==> src/rtl/alu_sequencer_if.sv <==
`default_nettype none
// ============================================================================
// Module   : alu_sequencer_if
// Brief    : Instruction handshake, host register-file access and ALU port
//            bundle shared by alu_sequencer and its host/ALU.
// Revision : 1.0 - initial release
// ============================================================================
interface alu_sequencer_if;
    logic       instr_valid;
    logic [8:0] instr;
    logic       instr_ready;
    logic       ld_en;
    logic [1:0] ld_addr;
    logic [7:0] ld_data;
    logic [1:0] rd_addr;
    logic [7:0] rd_data;
    logic [2:0] alu_opcode;
    logic [7:0] alu_op1;
    logic [7:0] alu_op2;
    logic [7:0] alu_res;
    logic       alu_c;
    logic       alu_ac;
    logic       alu_z;
    logic       alu_s;
    logic [3:0] flags;
    logic       busy;
    logic       done;

    modport slave (
        input  instr_valid, instr, ld_en, ld_addr, ld_data, rd_addr,
               alu_res, alu_c, alu_ac, alu_z, alu_s,
        output instr_ready, rd_data, alu_opcode, alu_op1, alu_op2,
               flags, busy, done
    );

    modport master (
        output instr_valid, instr, ld_en, ld_addr, ld_data, rd_addr,
               alu_res, alu_c, alu_ac, alu_z, alu_s,
        input  instr_ready, rd_data, alu_opcode, alu_op1, alu_op2,
               flags, busy, done
    );
endinterface
`default_nettype wire

==> src/rtl/alu_sequencer.sv <==
`default_nettype none
// ============================================================================
// Module   : alu_sequencer
// Brief    : 4x8 register file driving a shared 8-bit ALU through an
//            IDLE/EXEC/WB sequence; define ALU_SEQ_PERF_EN for retired_cnt.
// Revision : 1.0 - initial release
// ============================================================================
module alu_sequencer (
    input  logic           clk,
    input  logic           rst,
    alu_sequencer_if.slave bus
`ifdef ALU_SEQ_PERF_EN
    ,
    output logic [15:0]    retired_cnt
`endif
);

    localparam logic [1:0] c_IDLE = 2'd0;
    localparam logic [1:0] c_EXEC = 2'd1;
    localparam logic [1:0] c_WB   = 2'd2;

    logic [1:0] r_state;
    logic [1:0] w_state_next;
    logic [7:0] r_rf [0:3];
    logic [2:0] r_opcode;
    logic [1:0] r_dst;
    logic [7:0] r_op1;
    logic [7:0] r_op2;
    logic [7:0] r_res;
    logic [3:0] r_flags_q;
    logic [3:0] r_flags;
    logic       w_ready;
    logic       w_accept;
    logic       w_load;
    logic       w_capture;
    logic       w_commit;

    // Host load wins over instruction acceptance, and only in IDLE.
    always_comb begin
        w_state_next = r_state;
        w_ready      = 1'b0;
        w_accept     = 1'b0;
        w_load       = 1'b0;
        w_capture    = 1'b0;
        w_commit     = 1'b0;
        case (r_state)
            c_IDLE: begin
                w_ready = !bus.ld_en;
                w_load  = bus.ld_en;
                if (bus.instr_valid && !bus.ld_en) begin
                    w_accept     = 1'b1;
                    w_state_next = c_EXEC;
                end
            end
            c_EXEC: begin
                w_capture    = 1'b1;
                w_state_next = c_WB;
            end
            c_WB: begin
                w_commit     = 1'b1;
                w_state_next = c_IDLE;
            end
            default: w_state_next = c_IDLE;
        endcase
    end

    always_ff @(posedge clk) begin
        if (rst) begin
            r_state   <= c_IDLE;
            r_opcode  <= '0;
            r_dst     <= '0;
            r_op1     <= '0;
            r_op2     <= '0;
            r_res     <= '0;
            r_flags_q <= '0;
            r_flags   <= '0;
            for (int i = 0; i < 4; i++) begin
                r_rf[i] <= '0;
            end
        end else begin
            r_state <= w_state_next;
            // Operands are snapshotted here and held until the next acceptance.
            if (w_accept) begin
                r_opcode <= bus.instr[8:6];
                r_dst    <= bus.instr[5:4];
                r_op1    <= r_rf[bus.instr[3:2]];
                r_op2    <= r_rf[bus.instr[1:0]];
            end
            if (w_capture) begin
                r_res     <= bus.alu_res;
                r_flags_q <= {bus.alu_c, bus.alu_ac, bus.alu_z, bus.alu_s};
            end
            if (w_commit) begin
                r_rf[r_dst] <= r_res;
                r_flags     <= r_flags_q;
            end
            if (w_load) begin
                r_rf[bus.ld_addr] <= bus.ld_data;
            end
        end
    end

    assign bus.instr_ready = w_ready;
    assign bus.rd_data     = r_rf[bus.rd_addr];
    assign bus.alu_opcode  = r_opcode;
    assign bus.alu_op1     = r_op1;
    assign bus.alu_op2     = r_op2;
    assign bus.flags       = r_flags;
    assign bus.busy        = (r_state != c_IDLE);
    assign bus.done        = (r_state == c_WB);

`ifdef ALU_SEQ_PERF_EN
    logic [15:0] r_retired;

    always_ff @(posedge clk) begin
        if (rst) begin
            r_retired <= '0;
        end else if (w_commit && (r_retired != 16'hFFFF)) begin
            r_retired <= r_retired + 16'd1;
        end
    end

    assign retired_cnt = r_retired;
`endif

endmodule
`default_nettype wire

==> src/flat_wrapper.sv <==
// flat-port wrapper written by rule: the top's interface ports become plain ports
module alu_sequencer_flat 
  (clk, rst, bus_instr_valid, bus_instr, bus_ld_en, bus_ld_addr, bus_ld_data, bus_rd_addr, bus_alu_res, bus_alu_c, bus_alu_ac, bus_alu_z, bus_alu_s, bus_instr_ready, bus_rd_data, bus_alu_opcode, bus_alu_op1, bus_alu_op2, bus_flags, bus_busy, bus_done);
  alu_sequencer_if bus_i ();
  input  logic clk;
  input  logic rst;
  input wire logic [$bits(bus_i.instr_valid)-1:0] bus_instr_valid;
  input wire logic [$bits(bus_i.instr)-1:0] bus_instr;
  input wire logic [$bits(bus_i.ld_en)-1:0] bus_ld_en;
  input wire logic [$bits(bus_i.ld_addr)-1:0] bus_ld_addr;
  input wire logic [$bits(bus_i.ld_data)-1:0] bus_ld_data;
  input wire logic [$bits(bus_i.rd_addr)-1:0] bus_rd_addr;
  input wire logic [$bits(bus_i.alu_res)-1:0] bus_alu_res;
  input wire logic [$bits(bus_i.alu_c)-1:0] bus_alu_c;
  input wire logic [$bits(bus_i.alu_ac)-1:0] bus_alu_ac;
  input wire logic [$bits(bus_i.alu_z)-1:0] bus_alu_z;
  input wire logic [$bits(bus_i.alu_s)-1:0] bus_alu_s;
  output wire logic [$bits(bus_i.instr_ready)-1:0] bus_instr_ready;
  output wire logic [$bits(bus_i.rd_data)-1:0] bus_rd_data;
  output wire logic [$bits(bus_i.alu_opcode)-1:0] bus_alu_opcode;
  output wire logic [$bits(bus_i.alu_op1)-1:0] bus_alu_op1;
  output wire logic [$bits(bus_i.alu_op2)-1:0] bus_alu_op2;
  output wire logic [$bits(bus_i.flags)-1:0] bus_flags;
  output wire logic [$bits(bus_i.busy)-1:0] bus_busy;
  output wire logic [$bits(bus_i.done)-1:0] bus_done;
  assign bus_i.instr_valid = bus_instr_valid;
  assign bus_i.instr = bus_instr;
  assign bus_i.ld_en = bus_ld_en;
  assign bus_i.ld_addr = bus_ld_addr;
  assign bus_i.ld_data = bus_ld_data;
  assign bus_i.rd_addr = bus_rd_addr;
  assign bus_i.alu_res = bus_alu_res;
  assign bus_i.alu_c = bus_alu_c;
  assign bus_i.alu_ac = bus_alu_ac;
  assign bus_i.alu_z = bus_alu_z;
  assign bus_i.alu_s = bus_alu_s;
  assign bus_instr_ready = bus_i.instr_ready;
  assign bus_rd_data = bus_i.rd_data;
  assign bus_alu_opcode = bus_i.alu_opcode;
  assign bus_alu_op1 = bus_i.alu_op1;
  assign bus_alu_op2 = bus_i.alu_op2;
  assign bus_flags = bus_i.flags;
  assign bus_busy = bus_i.busy;
  assign bus_done = bus_i.done;
  alu_sequencer u_core (.clk(clk), .rst(rst), .bus(bus_i));
endmodule
==> config.mk <==
export PLATFORM = sky130hd
export DESIGN_NAME = alu_sequencer_flat
export DESIGN_NICKNAME = d
export VERILOG_FILES = /design/src/rtl/alu_sequencer_if.sv /design/src/rtl/alu_sequencer.sv /design/src/flat_wrapper.sv
export SDC_FILE = /design/constraint.sdc
export NUM_CORES = 1
export LEC_CHECK = 0
export BUFFER_PORTS_ARGS = -buffer_cell sky130_fd_sc_hd__buf_2
export CORE_MARGIN = 4
export CORE_UTILIZATION = 31
export DETAILED_ROUTE_END_ITERATION = 8
export GPL_TIMING_DRIVEN = 0
export HOLD_SLACK_MARGIN = 0.06
export PLACE_DENSITY = 0.53
export SYNTH_ARGS = -nofsm -noshare
export SYNTH_HDL_FRONTEND = slang
export SYNTH_SLANG_ARGS = --single-unit
==> constraint.sdc <==
create_clock -name clk -period 2.4 [get_ports clk]
set_input_delay 0.6 -clock clk [delete_from_list [all_inputs] [get_ports clk]]
set_output_delay 0.6 -clock clk [all_outputs]
set_load 0.005 [all_outputs]
Word-level counts from Yosys, hierarchy flattened
Memory sizes are Yosys's and may differ from the RTL's. A register that Yosys moved wholly into a read port is not among the register bits.
Cells that the tools add are included.
Widths: inputs -> output; s select.
Cells by class
  equal/unequal tests: 3
  multiplexer cells: 22
  reduce and logical (&&, ||, !) cells: 6
Operator list (number)
  $mux 1: 16
  $mux 8: 2
  $reduce_or 8->1: 2
  $mux 2: 3
  $pmux 2 s2: 1
  $eq 2x1->1 const B: 1
  $eq 2x2->1 const B: 1
  $logic_not 2->1: 1
  $ne 2x1->1 const B: 1
  $reduce_bool 2->1: 1
  $logic_and 1x1->1: 1
  $logic_not 1->1: 1
Word-level totals
  register bits: 23
  bits in writable memories: 32
  logic and storage cells: 38
  memories: 1
Memories
  u_core.r_rf: words 4, bits a word 8, rd ports 3, clocked after memory_dff 2, write ports 4, RTL line alu_sequencer.sv:24  | logic [7:0] r_rf [0:3];

Longest topological paths before layout
Gate-level depths: netlist (run 1).
  depth after elaboration: 8
  gate-level depth with buffers: 6

Worst setup path before layout (run 1)
No wires, ideal clock.
  path type: input to register
  start: input rst
  end: memory u_core.r_rf[2][0], enable pin
  library setup time: 0.384 ns
  arrival time: 1.841 ns
  path slack: 0.175 ns
  cell stages on the path: 5
  buffers on the path: 2
  path through: clkbuf_1 > nor2_1 > o21a_1 > clkbuf_1 > o21ai_0
RTL lines
  start: declaration: RTL line flat_wrapper.sv:6  | input logic rst;
  end: declaration: RTL line alu_sequencer.sv:24

Worst setup path after layout (run 1)
  start: register u_core.r_state[1]
  end: output bus_instr_ready
On the way
  cells in the longest elaborated chain, start to end: 2
RTL lines
  start: declaration: RTL line alu_sequencer.sv:22  | logic [1:0] r_state;
  start signal: assignment: RTL line alu_sequencer.sv:69  | r_state <= c_IDLE;
  start signal: assignment: RTL line alu_sequencer.sv:81  | r_state <= w_state_next;
  $logic_not 2->1: RTL line alu_sequencer.sv:46  | case (r_state)
  $mux 1: RTL line alu_sequencer.sv:46
  end: declaration: RTL line flat_wrapper.sv:18  | output wire logic [$bits(bus_i.instr_ready)-1:0] bus_instr_ready;
Every way passes these cells.

==> metrics, run 1 <==
outcome=completed; WP data arrival=1640 ps; Synth area leader=edfxtp_1; Clock Sinks=71; Synth top area share=0.294; I/O pins=71; clock transition at the registers of the reported paths=80 ps; setup violators final=0; CP endpoint kind=primary output; fill count=1031; Synth Flop Type=dfxtp_1; Worst Clk Skew=6.20 ps; Worst-Skew Late Latency=340 ps; Place WS=-470 ps; Placement Rows=37; number of distinct library cells after synthesis=31; crit-path leading delay family=simple AND/OR/NAND/NOR gates; post-synth design cell area=0.00327 mm^2; worst hold path class=register to register; largest net degree at the start of global routing=13; die extent in x=111 um; Pwr Density=647 mW/mm^2; GRT met2 Usage=0.198; final period utilization=0.932; YS warnings=0; placer congestion estimate=0.753; first-pass GRT wire length=12.0 mm; Reg2Reg Depth=4; critical path class=register to primary output; critical path launch point=u_core.r_state[1]; CTS buffer count=9; Max rail drop VDD=0.000260 V; drt wl/cell=15.1 um; ANT nets after route=0; Fin Hold WS=456 ps; WP depth=5; Yosys reg bits=71; starting density of the core=0.318; cell count after synthesis=271; worst path bufs/invs=3; Clock Tree Root=clkbuf_8; unrepaired setup endpoints after global routing=no; critical-path cell list=buf_4 -> clkbuf_1 -> or2_2 -> nor2_1 -> buf_2; total nets after synthesis=308; P&R area growth vs syn=21.1%; sequential share of the synthesized area=0.533; Setup Buffers After CTS=0; post-route worst setup slack=163 ps; nets=382; grt total ovfl=0; Vias/cell=4.67; Worst Path Required=1800 ps; Util after Layout=0.385; core area=0.0103 mm^2; Pins Over Slew Limit=0; Crit path largest cell delay=340 ps; DRT iter0 DRCs=95; relative slew slack=0.457; hold path start=u_core.r_res[4]; Die H=111 um; Max Fclk=447 MHz; fin crit period=2240 ps; clock buffer depth=2; Worst Hold Depth=2; number of synthesized flops with an enable pin=32; via count=2271; Pre-Repair DR Iteration Count=4; Max H-tree Level=3; share of post-route cells with drive strength above 1=0.323; grt peak-use layer=met2; reg-to-reg startpoint=u_core.r_state[1]; IO Port Bufs=63; global routing usage on met3=0.0475; Detailed Route WL=7.32 mm; ant diodes=0; initial antenna violation count=1; slowest CP cell=or2_2; Static Leak=0.00160 uW; CTS tree=done; worst-path fanout max=10; MaxCap Viol Count=0; final-report hold violation count=0; GR Util met1=0.150; Worst Max-Slew Pin Slew=809 ps; Setup crit start kind=register; vias in the first global route=2364; Post-Syn Area per Cell=12.1 um^2; die area=0.0123 mm^2; global-route usage over all layers=0.123; synth top area cells=edfxtp_1 (29%), dfxtp_1 (24%), mux4_2 (17%), a22o_1 (4.3%), nand2_1 (3.8%); dpl hpwl=5.77 mm; ys async rst share=0; total chip power=2560 uW; drt drc=0
==> metrics by stage <==
| stage | instance area (um^2) | std cells | TNS [ps] |
|---|---|---|---|
| 6_report | 3960 | 486 | 0 |
| 5_1_grt | 3960 | 486 | 0 |
| 4_1_cts | 3960 | 486 | 0 |
| 3_5_place_dp | 3750 | 470 | -12420 |
| 3_3_place_gp | 3750 | 470 | -11240 |
| 2_1_floorplan | 3270 | 271 | 0 |
==> path summary, 6_finish.rpt <==
check                 endpoint  slack [ps]
max            bus_instr_ready         160
min            u_core.r_res[4]         460
max reg2reg  u_core.r_rf[0][6]         220
min reg2reg    u_core.r_res[4]         460
==> layout by cell type, fill, tap and decap left out, types with 5 or more instances in the layout <==
cell type  count
a21o_1         8
a21oi_1       12
a22o_1        16
buf_1          5
buf_2         64
clkbuf_1      13
clkbuf_8       9
dfxtp_1       39
edfxtp_1      32
inv_1         10
mux2i_1        9
mux4_2        24
nand2_1       33
nand3b_1       8
nor2_1        20
nor3_1        16
==> cell usage after synthesis (2+ instances only) <==
| library cell | n |
|---|---|
| nand3b_1 | 8 |
| or2_2 | 2 |
| nand2b_1 | 2 |
| o21ai_0 | 2 |
| a21o_1 | 8 |
| inv_1 | 10 |
| mux2i_1 | 9 |
| nor3b_1 | 2 |
| a22o_1 | 16 |
| dfxtp_1 | 39 |
| nand2_1 | 33 |
| a21oi_1 | 12 |
| and2_1 | 2 |
| nor2_1 | 20 |
| nor3_1 | 16 |
| o21ai_1 | 2 |
| edfxtp_1 | 32 |
| mux4_2 | 24 |
| clkbuf_1 | 13 |
| buf_4 | 2 |
| buf_1 | 5 |
| nor2b_1 | 3 |
==> sequential cells by signal, summed over array words and instances, names as in the netlist <==
signal and flops:
u_core.r_res 8, u_core.bus.alu_op2 8, u_core.bus.alu_opcode 3, u_core.r_rf 32, u_core.r_flags_q 4, u_core.r_dst 2, u_core.r_state 2, u_core.bus.flags 4
u_core.bus.alu_op1 8
==> cells by family after synthesis <==
kind of cell | after synthesis | synth area share
AOI/OAI and AO/OA | 44 | 0.0953
muxes | 33 | 0.193
DFF | 71 | 0.533
and+or+nand+nor | 91 | 0.137
buffers and inverters | 32 | 0.0417
==> final cells by class <==
class | instances | area (um^2) | area share
buffer | 22 | 100 | 0.0253
clock buffer | 10 | 128 | 0.0322
clock inverter | 6 | 60.1 | 0.0152
inverter | 10 | 37.5 | 0.00948
multi-input combinational | 168 | 1410 | 0.355
sequential | 71 | 1740 | 0.440
tap | 136 | 170 | 0.0430
timing repair buffer | 63 | 315 | 0.0796
==> worst reg2reg max path, delay by kind of cell, from the launching register on <==
| family | cells | cell delay (ps) |
|---|---|---|
| compound gates | 2 | 860 |
| buf+inv | 1 | 150 |
| flops | 1 | 300 |
| simple gates | 1 | 510 |
==> repair_timing <==
| item | in CTS | in global routing |
|---|---|---|
| endpoints found under the setup margin | 32 | 16 |
| hold buffers | 0 | 0 |
| gates cloned | 0 | 0 |
| resized for setup | 4 | 2 |
==> metal layers <==
metal | share of wire | wire length, um | vias up
met5 | 0.0018 | 13 | -
li1 | - | - | 1147
met2 | 0.46 | 3350 | 88
met4 | 0.021 | 154 | 2
met1 | 0.44 | 3230 | 1018
met3 | 0.078 | 573 | 16
==> report_power, final <==
group | internal (uW) | switching (uW) | leakage (uW) | total [uW]
logic | 144 | 142 | 0.000858 | 285
registers | 1320 | 33.5 | 0.000650 | 1350
clock network | 477 | 448 | 0.0000941 | 925
(Power assumes the default switching activity.)
==> run 2: changes to the inputs <==
Settings changed: RECOVER_POWER set to 25.
==> metrics, run 2 (synthesis gave the netlist of run 1 again) <==
share of post-route cells with drive strength above 1=0.294 (was 0.323); CTS tree=done (unchanged); Clock Sinks=71 (unchanged); Max Fclk=448 MHz (was 447 MHz); Setup crit start kind=register (unchanged); fin crit period=2230 ps (was 2240 ps); CP endpoint kind=primary output (unchanged); commonest non-fill, non-tap cell in the layout=buf_2 (unchanged); WP data arrival=1630 ps (was 1640 ps); Pins Over Slew Limit=0 (unchanged); placer congestion estimate=0.753 (unchanged); max reg flops=32 (unchanged); CTS buffer count=9 (unchanged); relative slew slack=0.343 (was 0.457); Comb pwr share=0.110 (was 0.111); most frequent cells in the layout=buf_2 (54), dfxtp_1 (39), nand2_1 (33), edfxtp_1 (32), mux4_2 (24) (was buf_2 (64), dfxtp_1 (39), nand2_1 (33), edfxtp_1 (32), mux4_2 (24)); P_int=1940 uW (about the same); Switch Pwr=623 uW (about the same); dpl hpwl=5.77 mm (unchanged); via count=2267 (was 2271); Worst Clk Skew=6.82 ps (was 6.20 ps); Die H=111 um (unchanged); DRT iter0 DRCs=95 (unchanged); sw frac=0.244 (was 0.243); clock transition at the registers of the reported paths=80 ps (about the same); Pre-Repair DR Iteration Count=4 (unchanged); die area=0.0123 mm^2 (unchanged); Placement Rows=37 (unchanged); Max H-tree Level=3 (unchanged); largest net degree at the start of global routing=13 (unchanged); Worst-Skew Late Latency=340 ps (about the same); grt total ovfl=0 (unchanged); Worst Max-Slew Pin Slew=983 ps (was 809 ps); fill count=1039 (was 1031); Pwr Density=650 mW/mm^2 (was 647 mW/mm^2); reg-to-reg startpoint=u_core.r_state[1] (unchanged); ant diodes=0 (unchanged); drt wl/cell=15.1 um (about the same); IO Port Bufs=63 (unchanged); Clock Tree Root=clkbuf_8 (unchanged); P&R area growth vs syn=20.4% (was 21.1%); Vias/cell=4.66 (was 4.67); outcome=completed (unchanged); worst hold path class=register to register (unchanged); Fin Hold WS=456 ps (about the same); nets=382 (unchanged); Max rail drop VDD=0.000260 V (about the same); unrepaired setup endpoints after global routing=no (unchanged); global-route usage over all layers=0.123 (unchanged); Worst Path Required=1800 ps (about the same); Static Leak=0.00155 uW (was 0.00160 uW); MaxCap Viol Count=0 (unchanged); initial antenna violation count=1 (unchanged); final period utilization=0.930 (was 0.932); critical path launch point=u_core.r_state[1] (unchanged); die extent in x=111 um (unchanged); final-report hold violation count=0 (unchanged); Largest Register=u_core.r_rf (unchanged); worst-path fanout max=10 (unchanged); starting density of the core=0.318 (unchanged); Detailed Route WL=7.34 mm (was 7.32 mm); drt drc=0 (unchanged); core area=0.0103 mm^2 (unchanged); hold path start=u_core.r_res[4] (unchanged); hold buffer count at CTS=0 (unchanged); first-pass GRT wire length=12.0 mm (unchanged); Clk pwr share=0.361 (about the same); setup violators final=0 (unchanged); Reg power frac=0.528 (about the same); ANT nets after route=0 (unchanged); critical path class=register to primary output (unchanged); I/O pins=71 (unchanged); vias in the first global route=2364 (unchanged); total chip power=2560 uW (about the same); clock buffer depth=2 (unchanged)
run 2: cell types whose count changed in the layout (fill, tap and decap cells not counted), sizes merged:
cell    previous run  this run
buf               72        62
clkbuf            23        33
run 2: routing by layer:
layer	share of wire	vias up	track usage	routed length [um]
met1	0.45	1020	0.150	3280
li1	-	1148	-	-
met5	0.0018	-	0	13
met2	0.45	81	0.198	3330
met3	0.076	16	0.0475	559
met4	0.021	2	0.0468	154
run 2: stage by stage:
step / setup TNS, ps / cell area, um^2 / util / setup slack, ps / cells
final: 0 / 3940 / 0.383 / 168 / 486
after floorplan: 0 / 3270 / - / 175 / 271
after detailed placement: -12420 / 3750 / 0.365 / -470 / 470
after global routing: 0 / 3940 / 0.383 / 38.8 / 486
after global placement: -11240 / 3750 / 0.365 / -453 / 470
after CTS: 0 / 3960 / 0.385 / 19.1 / 486
run 2: layout make-up:
cell class              instances  area (um^2)  area share
flip-flops and latches         71         1740       0.442
multi-input cells             168         1400       0.355
well taps                     136          170      0.0432
clock buffers                  10          128      0.0324
repair buffers                 63          303      0.0769
inverters                      10         37.5     0.00953
clock inverters                 6         60.1      0.0153
plain buffers                  22          100      0.0254
run 2: final timing paths:
check | end | slack [ps] | cells past startpoint
max | bus_instr_ready | 170 | 5
min | u_core.r_res[4] | 460 | 2
max reg2reg | u_core.r_rf[0][6] | 210 | 4
min reg2reg | u_core.r_res[4] | 460 | 2
run 2: critical path, cell delays in order (launching register included):
cell	delay, ps
dfxtp_1	300
buf_4	150
clkbuf_1	190
or2_2	340
nor2_1	160
buf_2	140
run 2: repair_timing:
item                                    CTS  global route
setup buffers                             0             0
pin swaps                                 0             0
endpoints found under the setup margin   32            16
endpoints found under the hold margin     0             0
resized for setup                         4             2
run 2: power by group through the flow:
stage	clock network (uW)	logic, uW	registers [uW]
finish	925	282	1350
global route	991	312	1360
CTS	954	289	1350
detailed placement	0	286	1380
global placement	0	283	1380
floorplan	0	189	1370
